<file path="src/rtl/debounce.sv">
// Debouncer for asynchronous, bouncy inputs: synchronizer chain followed by a
// stability-window FSM that emits a clean level plus one-cycle rise/fall events.
module debounce #(
  parameter int CYCLES      = 64,
  parameter int SYNC_STAGES = 2
) (
  input  logic clock,
  input  logic reset,
  input  logic in,
  output logic out,
  output logic rise,
  output logic fall
);

  localparam int CW = (CYCLES > 1) ? $clog2(CYCLES) : 1;
  localparam logic [CW-1:0] LAST = CW'(CYCLES - 1);

  typedef enum logic [1:0] {
    LOW     = 2'd0,
    RISING  = 2'd1,
    HIGH    = 2'd2,
    FALLING = 2'd3
  } state_t;

  // The window closes at LAST, so the count can never step past it.
  function automatic logic [CW-1:0] sat_inc(input logic [CW-1:0] v);
    return (v == LAST) ? LAST : v + CW'(1);
  endfunction

  logic [SYNC_STAGES-1:0] sync_p0;
  logic                   s_p0;

  state_t                 state_p1, state_n;
  logic [CW-1:0]          cnt_p1, cnt_n;
  logic                   out_n, rise_n, fall_n;

  // Stage p0: metastability-hardening chain
  always_ff @(posedge clock or posedge reset) begin
    if (reset) begin
      sync_p0 <= '0;
    end else begin
      sync_p0 <= {sync_p0[SYNC_STAGES-2:0], in};
    end
  end

  assign s_p0 = sync_p0[SYNC_STAGES-1];

  always_comb begin
    state_n = state_p1;
    cnt_n   = cnt_p1;
    rise_n  = 1'b0;
    fall_n  = 1'b0;
    case (state_p1)
      LOW: begin
        if (s_p0) begin
          state_n = RISING;
          cnt_n   = CW'(1);
        end
      end
      RISING: begin
        if (!s_p0) begin
          state_n = LOW;
          cnt_n   = '0;
        end else if (cnt_p1 == LAST) begin
          state_n = HIGH;
          cnt_n   = '0;
          rise_n  = 1'b1;
        end else begin
          cnt_n = sat_inc(cnt_p1);
        end
      end
      HIGH: begin
        if (!s_p0) begin
          state_n = FALLING;
          cnt_n   = CW'(1);
        end
      end
      FALLING: begin
        if (s_p0) begin
          state_n = HIGH;
          cnt_n   = '0;
        end else if (cnt_p1 == LAST) begin
          state_n = LOW;
          cnt_n   = '0;
          fall_n  = 1'b1;
        end else begin
          cnt_n = sat_inc(cnt_p1);
        end
      end
      default: begin
        state_n = LOW;
        cnt_n   = '0;
      end
    endcase
    out_n = (state_n == HIGH) || (state_n == FALLING);
  end

  // Stage p1: qualification state and registered outputs
  always_ff @(posedge clock or posedge reset) begin
    if (reset) begin
      state_p1 <= LOW;
      cnt_p1   <= '0;
      out      <= 1'b0;
      rise     <= 1'b0;
      fall     <= 1'b0;
    end else begin
      state_p1 <= state_n;
      cnt_p1   <= cnt_n;
      out      <= out_n;
      rise     <= rise_n;
      fall     <= fall_n;
    end
  end

endmodule
</file>
<file path="config.mk">
export PLATFORM = sky130hd
export DESIGN_NAME = debounce
export DESIGN_NICKNAME = d
export VERILOG_FILES = /design/src/rtl/debounce.sv
export SDC_FILE = /design/constraint.sdc
export NUM_CORES = 1
export LEC_CHECK = 0
export CORE_AREA = 2 2 39 41
export CTS_CLUSTER_SIZE = 16
export DETAILED_ROUTE_END_ITERATION = 8
export DIE_AREA = 0 0 41 43
export SETUP_SLACK_MARGIN = 0.1
export SLEW_MARGIN = 25
export SYNTH_ARGS = -nofsm -noshare
export SYNTH_HDL_FRONTEND = slang
export SYNTH_SLANG_ARGS = --single-unit
</file>
<file path="constraint.sdc">
create_clock -name clock -period 1.8 [get_ports clock]
set_clock_uncertainty 0.1 [all_clocks]
set_input_delay 0.18 -clock clock [delete_from_list [all_inputs] [get_ports clock]]
set_output_delay 0.18 -clock clock [all_outputs]
set_load 0.1 [all_outputs]
</file>
==> implementation parameters, run 1 <==
Parameter                              Value

Place
  Detailed placer's ending HPWL    589 um
  Placed Cells incl. Taps    68
  Count of buffers from port buffering    5
  Setup WS pre-CTS    0.311 ns
  Gpl congestion    0.719

CTS
  # clock sinks    12
  Clock-pin transition on the worst setup and hold timing paths    0.08 ns
  Root buffer selected by CTS    sky130_fd_sc_hd__clkbuf_4
  Clk Latency, worst-skew pair    0.27 ns
  H-tree depth    1
  Number of gates given a new drive strength after cts    0
  Post-CTS Setup Inserts    0
  CTS tree    built
  Cts hold-fix bufs    0
  Max Buffers Root-to-Sink    2
  Number of buffers added by the clock tree synthesis step    3

Worst hold path
  Hold Path Class    in2async

Global routing
  Number of antenna violations at the first check in global routing    0
  Total Routing Usage GR    0.135
  Number of global-route vias before repair    359
  Global-route wire length before repair    1520 um
  Grt total ovfl    0
  Pin count of the biggest net entering global routing    13

STA
  Hold Slack    0.106 ns
  Final hold violations    0
  Maximum achievable frequency    665 MHz
  Worst slew margin    0.711
  Total count of max-transition violations in the final report    0
  Slew of the pin with the lowest slew margin    0.434 ns
  Fin Setup TNS    0 ns
  Period utilization    0.835
  Number of endpoints failing setup at the final stage    0
  Time the worst path needs with I/O delays and setup    1.50 ns
  Worst Setup Slack, final    0.297 ns
  Unrepaired setup endpoints after global routing    false

Routing
  Top layer reached by signal wires    met4
  Detailed-route via count    367
  Met2 WL    361 um
  DR pass1 iterations    3
  Number of routed nets with antenna violations    0
  Met3 layer wire length in the routed design    26 um
  Vias per cell    5.10
  Met1 wire length    399 um
  Routed len/inst    11.3 um
  Drc violations    0
  Final WL    810 um
  Detailed Route Iter0 Violations    1

Finish
  Fin nets    61
  Count of inserted antenna diode cells    0
  Final standard cell count with taps included and fillers excluded    72
  Share of cells above drive strength 1    0.161
  Area Overhead vs Synth    19.6%
  Number of filler instances in the final layout    132

Worst setup path
  Type of element capturing the critical path    flip-flop
  Arrival time worst endpoint    1.60 ns
  Crit Reg-Reg Startpoint    out$_DFF_PP0_
  Crit path to    cnt_p1[3]$_DFFE_PP0P_
  Category of the worst setup path launch point    flip-flop
  Largest driver fanout on the critical path    6
  R2r worst-path depth    4
  Reg-to-Reg End    cnt_p1[3]$_DFFE_PP0P_
  Required time reported for the critical path endpoint    1.90 ns
  Worst setup path startpoint    out$_DFF_PP0_
  Reg2reg setup slack    0.30 ns
  CP Class    reg2reg

Synth
  Cell type with the largest total area after synthesis    sky130_fd_sc_hd__dfrtp_1
  Warnings from Yosys    0
  Most used flip-flop cell after synthesis    sky130_fd_sc_hd__dfrtp_1
  Post-synth EDFFs    0
  Most used standard cell by instance count after synthesis    sky130_fd_sc_hd__dfrtp_1
  Synthesized flop and latch total    12
  Synth Area per Inst    11.1 sq um
  Syn nets    52
  Share of the yosys chip area belonging to registers    0.566
  Post-Synthesis Cell Area    531 sq um
  Async set-reset flop share out of synthesis    1.00
  Largest cells by area after synthesis    sky130_fd_sc_hd__dfrtp_1 57%, sky130_fd_sc_hd__nand3_1 3.8%, sky130_fd_sc_hd__a22o_1 3.3%
  Synth top cells by count    12 x sky130_fd_sc_hd__dfrtp_1, 4 x sky130_fd_sc_hd__nand2_1, 4 x sky130_fd_sc_hd__nand3_1, 4 x sky130_fd_sc_hd__nor2_1
  Cells after synthesis    48
  Number of different library cells in the post-synthesis netlist    20
  Yosys top cell area share    0.566

Power
  PD cells    850 nW/um^2
  Peak supply drop    0.000497 V
  Leakage power figure    0.281 nW

Floorplan
  Floorplan Core Area    1380 sq um
  Starting utilization of the core area    0.383
  Die H    43 um
  Top-Level Pins    6
  Area of the die    1760 sq um
  Number of placement rows    14
  Die X    41 um

Flow run
  Max capacitance violation total    0

Run status
  Run status    completed
kinds of logic (layout without fill, tap and decap cells):
group / Yosys count / after routing / share of synthesized area
adder cells (fa/ha/maj): 1 / 1 / 0.0236
buffers and inverters: 2 / 10 / 0.0283
XOR/XNOR: 2 / 2 / 0.0472
multiplexers: 1 / 1 / 0.0212
AO/OA/AOI/OAI: 12 / 12 / 0.146
AND/OR/NAND/NOR: 18 / 18 / 0.167
flip-flops: 12 / 12 / 0.566
metal layers:
metal  vias to the layer above  global-route usage
met5                         -                   0
li1                        185                   -
met4                         0               0.140
met2                         3               0.166
met1                       177               0.176
met3                         2              0.0314
critical path, stage by stage, from the launching register on:
cell	delay [ns]
sky130_fd_sc_hd__dfrtp_4	0.52
sky130_fd_sc_hd__xor2_2	0.25
sky130_fd_sc_hd__and2_1	0.28
sky130_fd_sc_hd__o21ai_1	0.13
sky130_fd_sc_hd__o21ai_1	0.15
how the worst min path moves through the flow:
stage | endpoint | cells past startpoint
after floorplan | cnt_p1[0]$_DFFE_PP0P_ | 1
after global routing | rise$_DFF_PP0_ | 2
final | cnt_p1[2]$_DFFE_PP0P_ | 2
after CTS | cnt_p1[2]$_DFFE_PP0P_ | 2
after detailed placement | sync_p0[1]$_DFF_PP0_ | 0
after global placement | sync_p0[1]$_DFF_PP0_ | 0
metrics by stage:
stage	util	area (sq um)	power, W
final	0.458	634	0.000539
after global routing	0.458	634	0.000566
after CTS	0.458	634	0.000548
after detailed placement	0.432	598	0.000335
after global placement	0.432	598	0.000334
after floorplan	-	534	0.000325
area by class of cell:
cell class	instances	area, sq um	share of cell area
tap	16	20.0	0.0316
multi-input combinational	34	215	0.339
clock buffer	4	36.3	0.0572
timing repair buffer	5	55.1	0.0868
inverter	1	3.75	0.00592
sequential	12	304	0.479
report_power, final:
part | leakage, nW | internal [W] | switching [W]
registers | 0.155 | 0.000280 | 0.0000109
logic | 0.105 | 0.0000183 | 0.0000190
clock network | 0.0210 | 0.000123 | 0.0000877
cells in the final DEF (no fill, tap or decap), types with 2 or more instances in the layout:
cell type                         count
sky130_fd_sc_hd__dfrtp_1             11
sky130_fd_sc_hd__clkdlybuf4s50_1      2
sky130_fd_sc_hd__and2_1               2
sky130_fd_sc_hd__clkbuf_4             3
sky130_fd_sc_hd__nor3b_1              2
sky130_fd_sc_hd__a22oi_1              2
sky130_fd_sc_hd__a22o_1               2
sky130_fd_sc_hd__o21ai_0              3
sky130_fd_sc_hd__nor2_1               4
sky130_fd_sc_hd__buf_4                2
sky130_fd_sc_hd__nand3_1              4
sky130_fd_sc_hd__nand2_1              4
sky130_fd_sc_hd__o21ai_1              3
state kept, by name, indices dropped and copies added, names as in the netlist:
signal,cells
sync_p0,2
state_p1,1
fall,1
out,1
cnt_p1,6
rise,1
No activity file was read; power rests on OpenSTA's default activity.
==> run 2, diff against run 1 <==
==> constraint.sdc (replaced) <==
create_clock -name clock -period 1.5 [get_ports clock]
set_clock_uncertainty 0.1 [all_clocks]
set_input_delay 0.15 -clock clock [delete_from_list [all_inputs] [get_ports clock]]
set_output_delay 0.15 -clock clock [all_outputs]
set_load 0.1 [all_outputs]
==> implementation parameters, run 2 (synthesized netlist as in run 1, its figures left out) <==
Parameter                              Value

Finish
  Largest registers    cnt_p1: 6 flops, sync_p0: 2 flops
  Combined area of the multi-input logic cells    245 sq um (+14%)
  Share of cells above drive strength 1    0.385 (+0.224)
  Number of filler instances in the final layout    114 (-14%)
  Fin nets    70 (+15%)
  Most common library cell in the layout ignoring fill and taps    sky130_fd_sc_hd__dfrtp_1
  Area Overhead vs Synth    42.9%
  Final standard cell count with taps included and fillers excluded    81 (+13%)
  Sequential cell area in the final layout    305 sq um (+0.41%)
  Max reg flops    6 (unchanged)
  Count of inserted antenna diode cells    0 (unchanged)
  Commonest cells after routing, fill and taps aside    10 x sky130_fd_sc_hd__dfrtp_1, 9 x sky130_fd_sc_hd__buf_4, 4 x sky130_fd_sc_hd__nand3_1
  Biggest register    cnt_p1

STA
  Final hold violations    0 (unchanged)
  Time the worst path needs with I/O delays and setup    1.38 ns (-0.126 ns)
  Total count of max-transition violations in the final report    0 (unchanged)
  Unrepaired setup endpoints after global routing    true
  Worst slew margin    0.687 (-0.0234)
  Worst Setup Slack, final    0.123 ns (-0.174 ns)
  Maximum achievable frequency    726 MHz (+9.1%)
  Fin Setup TNS    0 ns (unchanged)
  Hold Slack    0.0763 ns (-0.0299 ns)
  Period utilization    0.918 (+0.0833)
  Number of endpoints failing setup at the final stage    0 (unchanged)
  Slew of the pin with the lowest slew margin    0.469 ns (+0.0350 ns)

CTS
  Root buffer selected by CTS    sky130_fd_sc_hd__clkbuf_4
  Cts hold-fix bufs    0 (unchanged)
  Clock-pin transition on the worst setup and hold timing paths    0.08 ns (about the same)
  # clock sinks    12 (unchanged)
  H-tree depth    1 (unchanged)
  Clk Latency, worst-skew pair    0.28 ns (about the same)
  CTS tree    built
  Max Buffers Root-to-Sink    2 (unchanged)
  Number of buffers added by the clock tree synthesis step    3 (unchanged)

Routing
  Top layer reached by signal wires    met4
  Met3 layer wire length in the routed design    45 um (+73%)
  DR pass1 iterations    4 (+1)
  Met1 wire length    443 um (+11%)
  Detailed-route via count    427 (+16%)
  Number of routed nets with antenna violations    0 (unchanged)
  Vias per cell    5.27 (+3.4%)
  Final WL    1010 um (+25%)
  Detailed Route Iter0 Violations    3 (+2)
  Met2 WL    491 um (+36%)
  Drc violations    0 (unchanged)
  Routed len/inst    12.5 um (+11%)

Global routing
  Global-route wire length before repair    1590 um (+4.9%)
  Pin count of the biggest net entering global routing    13 (unchanged)
  Total Routing Usage GR    0.141 (+0.00655)
  Number of global-route vias before repair    396 (+10%)
  Grt total ovfl    0 (unchanged)
  Number of antenna violations at the first check in global routing    0 (unchanged)

Power
  Peak supply drop    0.000679 V (+37%)
  PD cells    906 nW/um^2 (+6.7%)
  Post-route total power    0.000687 W (+28%)
  Leakage power figure    0.340 nW (+21%)

Floorplan
  Floorplan Core Area    1380 sq um (unchanged)
  Starting utilization of the core area    0.383 (unchanged)
  Die H    43 um (unchanged)
  Die X    41 um (unchanged)
  Number of placement rows    14 (unchanged)
  Area of the die    1760 sq um (unchanged)
  Top-Level Pins    6 (unchanged)

Worst hold path
  Hold Path Class    in2async

Worst setup path
  Arrival time worst endpoint    1.45 ns (-0.15 ns)
  CP Class    reg2reg
  Largest driver fanout on the critical path    6 (unchanged)
  Category of the worst setup path launch point    flip-flop
  Type of element capturing the critical path    flip-flop
  Required time reported for the critical path endpoint    1.58 ns (-0.32 ns)

Place
  Count of buffers from port buffering    5 (unchanged)
  Gpl congestion    0.696 (-3.2%)
  Placed Cells incl. Taps    72 (+5.9%)
  Setup WS pre-CTS    0.0576 ns (-0.253 ns)

Flow run
  Max capacitance violation total    0 (unchanged)

Run status
  Run status    completed
run 2: cell count changes in the layout (fill, tap and decap cells not counted), sizes merged:
| cell | delta |
|---|---|
| buf | +9 |
run 2: path summary, 6_finish.rpt:
| check | startpoint | to | slack (ns) | depth (start not counted) |
|---|---|---|---|---|
| min in group clock | in | sync_p0[0]$_DFF_PP0_ | 0.21 | 1 |
| max | out$_DFF_PP0_ | cnt_p1[4]$_DFFE_PP0P_ | 0.12 | 4 |
| max reg2reg | out$_DFF_PP0_ | cnt_p1[4]$_DFFE_PP0P_ | 0.12 | 4 |
| min | reset | cnt_p1[4]$_DFFE_PP0P_ | 0.08 | 2 |
| max in group asynchronous | reset | out$_DFF_PP0_ | 0.87 | 2 |
| min reg2reg | sync_p0[0]$_DFF_PP0_ | sync_p0[1]$_DFF_PP0_ | 0.27 | 0 |
run 2: power by group:
part	internal (W)	switching, W	leakage, nW	total, W
sequential	0.000337	0.0000104	0.154	0.000347
clock	0.000148	0.000118	0.0210	0.000266
combinational	0.0000413	0.0000330	0.165	0.0000743
run 2: routing by layer:
layer | vias up | global-route usage
li1 | 201 | -
met1 | 208 | 0.188
met2 | 14 | 0.191
met3 | 4 | 0.0366
met4 | 0 | 0.100
met5 | - | 0
run 2: critical path, stage by stage, from the launching register on:
cell	delay, ns
sky130_fd_sc_hd__dfrtp_4	0.51
sky130_fd_sc_hd__xor2_4	0.17
sky130_fd_sc_hd__and2_4	0.17
sky130_fd_sc_hd__a21o_1	0.16
sky130_fd_sc_hd__a22o_1	0.17
run 2: cell type report:
type                       count  share of cell area
inverter                       1             0.00495
multi-input combinational     34               0.323
timing repair buffer          14               0.195
tap                           16              0.0264
clock buffer                   4              0.0479
sequential                    12               0.403
run 2: repair_timing:
action / CTS / global route
buffers inserted: 3 / 2
endpoints found under the setup margin: 4 / 6
resized for setup: 1 / 5
pin swaps: 2 / 2
run 2: per-stage QoR:
stage	area, sq um	util
final	758	0.548
after global placement	667	0.482
after global routing	758	0.548
after detailed placement	667	0.482
after CTS	727	0.525
after floorplan	548	-
